===== src/rtl/counter_run_ctrl.sv =====
// rtl/counter_run_ctrl.sv - run sequencer for an external WIDTH-bit enable counter (option: COUNTER_RUN_CTRL_PERIODIC_EN)
module counter_run_ctrl #(
    parameter int WIDTH = 8
) (
    input  logic             clk,
    input  logic             rst,
    input  logic             cmd_valid,
    output logic             cmd_ready,
    input  logic [WIDTH-1:0] cmd_limit,
`ifdef COUNTER_RUN_CTRL_PERIODIC_EN
    input  logic             cmd_periodic,
`endif
    input  logic             pause,
    input  logic             abort,
    output logic             cnt_rst,
    output logic             cnt_enable,
    input  logic [WIDTH-1:0] cnt_count,
    output logic             busy,
    output logic             done,
    output logic             aborted
);

    typedef enum logic [1:0] {
        ST_IDLE  = 2'd0,
        ST_CLEAR = 2'd1,
        ST_RUN   = 2'd2,
        ST_DONE  = 2'd3
    } state_t;

    state_t           state;
    logic [WIDTH-1:0] limit_q;
    logic             periodic_q;
    logic             done_q;
    logic             aborted_q;
    logic             periodic_in;
    logic             terminal;

`ifdef COUNTER_RUN_CTRL_PERIODIC_EN
    assign periodic_in = cmd_periodic;
`else
    assign periodic_in = 1'b0;
`endif

    // >= rather than == so a counter that somehow overshoots still terminates
    assign terminal = (cnt_count >= limit_q);

    // Sequencer: accept, clear the counter, run to the limit, report
    always_ff @(posedge clk) begin
        if (rst) begin
            state      <= ST_IDLE;
            limit_q    <= '0;
            periodic_q <= 1'b0;
            done_q     <= 1'b0;
            aborted_q  <= 1'b0;
        end else begin
            done_q    <= 1'b0;
            aborted_q <= 1'b0;
            case (state)
                ST_IDLE: begin
                    // abort is deliberately ignored here; a command may land alongside it
                    if (cmd_valid) begin
                        limit_q    <= cmd_limit;
                        periodic_q <= periodic_in;
                        state      <= ST_CLEAR;
                    end
                end
                ST_CLEAR: begin
                    if (abort) begin
                        aborted_q <= 1'b1;
                        state     <= ST_IDLE;
                    end else begin
                        state <= ST_RUN;
                    end
                end
                ST_RUN: begin
                    // abort outranks terminal detection in the same cycle
                    if (abort) begin
                        aborted_q <= 1'b1;
                        state     <= ST_IDLE;
                    end else if (terminal) begin
                        done_q <= 1'b1;
                        state  <= periodic_q ? ST_CLEAR : ST_DONE;
                    end
                end
                ST_DONE: begin
                    state <= ST_IDLE;
                end
                default: begin
                    state <= ST_IDLE;
                end
            endcase
        end
    end

    assign cmd_ready  = !rst && (state == ST_IDLE);
    assign busy       = (state != ST_IDLE);
    assign cnt_rst    = rst || (state == ST_CLEAR);
    // enable drops as soon as count reaches the limit, so limit = max never wraps
    assign cnt_enable = (state == ST_RUN) && !pause && !abort && !terminal;
    assign done       = done_q;
    assign aborted    = aborted_q;

endmodule


===== config.mk =====
export PLATFORM = sky130hd
export DESIGN_NAME = counter_run_ctrl
export DESIGN_NICKNAME = d
export VERILOG_FILES = /design/src/rtl/counter_run_ctrl.sv
export SDC_FILE = /design/constraint.sdc
export NUM_CORES = 1
export LEC_CHECK = 0
export ABC_AREA = 1
export BUFFER_PORTS_ARGS = -buffer_cell sky130_fd_sc_hd__buf_2
export CORE_MARGIN = 3
export CORE_UTILIZATION = 45
export CTS_CLUSTER_DIAMETER = 30
export DETAILED_ROUTE_END_ITERATION = 7
export PLACE_DENSITY = 0.73
export SLEW_MARGIN = 20
export SYNTH_ARGS = -nofsm -noshare
export SYNTH_HDL_FRONTEND = slang
export SYNTH_SLANG_ARGS = --single-unit

===== constraint.sdc =====
create_clock -name clk -period 1.75 [get_ports clk]
set_input_delay 0 -clock clk [delete_from_list [all_inputs] [get_ports clk]]
set_output_delay 0 -clock clk [all_outputs]
set_load 0.1 [all_outputs]

==> impl_metrics.tcl <==
set metrics [dict create \
    outcome "completed" \
    n_antenna_cell 0 \
    setup_viol 0 \
    avgRoutedWirePerCell_um 10.7 \
    cp_common_cell "nor2_4" \
    seq_area_frac_synth_pct 31.9 \
    fp.dieH_um 46.9 \
    grt_pass1_vias 622 \
    skew_ns 0.00575 \
    drt_wl_total_mm 1.64 \
    clockBufferDepth 2 \
    cp_cell_sequence "inv_1, ha_1, a21o_1, nor2_4, nand3_4, nor2_4, buf_12" \
    required_ns 1.75 \
    critPathSlowestCell "dfxtp_1" \
    synth_top_area_share_pct 31.9 \
    criticalPathCategory "reg -> out" \
    drv_cap 0 \
    max_stage_delay_ns 0.31 \
    fin_crit_sh_pct 94.7 \
    worstPathMaxFanout 3 \
    drive_above_1_share_pct 39.1 \
    cts_made_buffers 3 \
    rsz0062_at_grt "false" \
    syn-num-nets 133 \
    grt_use_total_pct 15.6 \
    die_w_um 46.9 \
    first_pass_iters 4 \
    synth_cells 100 \
    synth_area_um2 753 \
    drc 0 \
    core_area_um2 1540 \
    h-tree-depth 1 \
    worstMarginPinSlew_ns 0.490 \
    hold_path.class "in -> reg" \
    port_buffers 26 \
    ant_nets 0 \
    yosysMostFrequentCell "inv_1" \
    max_freq_mhz 603 \
    antenna_found_initial 0 \
    drv_slew 0 \
    grt_pass1_wl_mm 2.44 \
    cp_data_arrival_time_ns 1.66 \
    worst_ir_drop_vdd_mv 0.624 \
    synth_ff_type "dfxtp_1" \
    cts_sinks 12 \
    nets 172 \
    dp.final_hpwl_mm 1.12 \
    p_per_area_nw_per_um2 932 \
    die-area_um2 2200 \
    synth_top_area_cell "dfxtp_1" \
    synth_cell_types 21 \
    setup-tns-final_ns 0 \
    synthTopCellsByCount "18 x inv_1, 17 x nand2_1, 12 x dfxtp_1, 12 x ha_1" \
    period_needed_ns 1.66 \
    overflow 0 \
    start_kind "flip-flop" \
    cts_root_buf "clkbuf_4" \
    grt_max_degree 16 \
    initial_core_util_pct 48.9 \
    finalHoldViolCount 0 \
    synth_edf_count 0 \
    cts_tree "built" \
    clkTransAtPathRegs_ns 0.08 \
    globalplace.congestion 0.770 \
    p_leak_nw 0.538 \
    yosys_warnings 0 \
    slew_headroom_pct 67.5 \
    avgSynthCellArea_um2 7.53 \
    cp-end-kind "output port" \
    vias_per_cell 4.77 \
    yosys_register_bits 12 \
    rows 14 \
    synthTopCellsByArea "dfxtp_1 32%, ha_1 20%, inv_1 9.0%" \
    hold_ws_ns 0.0108 \
    synth-async-reset-ratio_pct 0 \
    area_delta_synth_final_pct 46.0 \
    vias 734 \
    drt_iter0_drc 4 \
    io-pin-count 27 \
    clk_latency_ns 0.28 \
]
-- power by group --
group          total [W]  internal (W)  switching (W)
Clock           0.000220      0.000127      0.0000937
Combinational   0.000480      0.000162       0.000318
Sequential      0.000325      0.000311      0.0000141
Total            0.00102      0.000599       0.000426
-- metal layers --
metal | part of all wire, % | vias up | global-route usage [%]
li1 | - | 394 | -
met1 | 43 | 321 | 18.1
met2 | 49 | 17 | 26.3
met3 | 6.4 | 2 | 6.13
met4 | 0.85 | 0 | 4.97
met5 | 0 | - | 0
-- critical path: cells and delay by family, from the launching register on --
family | cells | cell delay (ns)
simple gates | 3 | 0.34
flops | 1 | 0.31
fa+ha+maj | 1 | 0.29
buf+inv | 2 | 0.23
compound gates | 1 | 0.21
-- cell families (layout without fill, tap and decap cells) --
group | count (synthesis) | in the layout | share of synthesized area, %
AO/OA/AOI/OAI | 20 | 20 | 14.5
adder cells (fa/ha/maj) | 12 | 12 | 19.9
buffers and inverters | 20 | 58 | 10.1
flip-flops | 12 | 12 | 31.9
AND/OR/NAND/NOR | 36 | 36 | 23.6
-- cells in the final DEF, fill, tap and decap left out, drive strengths merged --
cell type,netlist,layout
a21oi,11,11
clkbuf,0,4
buf,1,29
nor2,12,12
dlygate4sd3,0,6
nand3,4,4
a211oi,1,1
o21ai,7,7
ha,12,12
or2,2,2
inv,19,19
dfxtp,12,12
nand2,18,18
a21o,1,1
-- area by class of cell --
| class | count | area, um2 |
|---|---|---|
| Sequential cell | 12 | 241 |
| Tap cell | 16 | 20.0 |
| Fill cell | 132 | 442 |
| Timing Repair Buffer | 35 | 228 |
| Clock buffer | 4 | 36.3 |
| Inverter | 19 | 71.3 |
| Multi-Input combinational cell | 68 | 503 |
-- per-stage QoR --
step	area, um2	std cells	setup WS (ns)	power, W	util (%)
2_1_floorplan	758	100	-0.0699	0.000673	-
3_3_place_gp	918	141	0.372	0.000745	59.6
3_5_place_dp	918	141	0.306	0.000754	59.6
4_1_cts	1010	151	0.0318	0.000989	65.8
5_1_grt	1100	154	0.000453	0.00110	71.3
6_report	1100	154	0.0920	0.00103	71.3
-- sequential cells by signal, summed over array words and instances, names as in the netlist --
register and count:
limit_q 8, aborted 1, state 2, done 1
-- path summary, 6_finish.rpt --
check / slack (ns) / from / endpoint / depth (start not counted)
worst max-delay path: 0.09 / limit_q[7] / cnt_enable / 7
worst min-delay path: 0.01 / cmd_valid / limit_q[0] / 3
worst max register to register: 0.26 / limit_q[7] / state[1] / 8
worst min register to register: 0.47 / limit_q[6] / limit_q[6] / 2
-- what timing repair did --
action | in CTS | in global routing
gates resized for setup | 0 | 11
hold endpoints to repair | 6 | 0
hold buffers | 6 | 0
buffers inserted | 0 | 3
setup endpoints to repair | 0 | 1
Note: power is estimated with default switching activity, not from simulation.
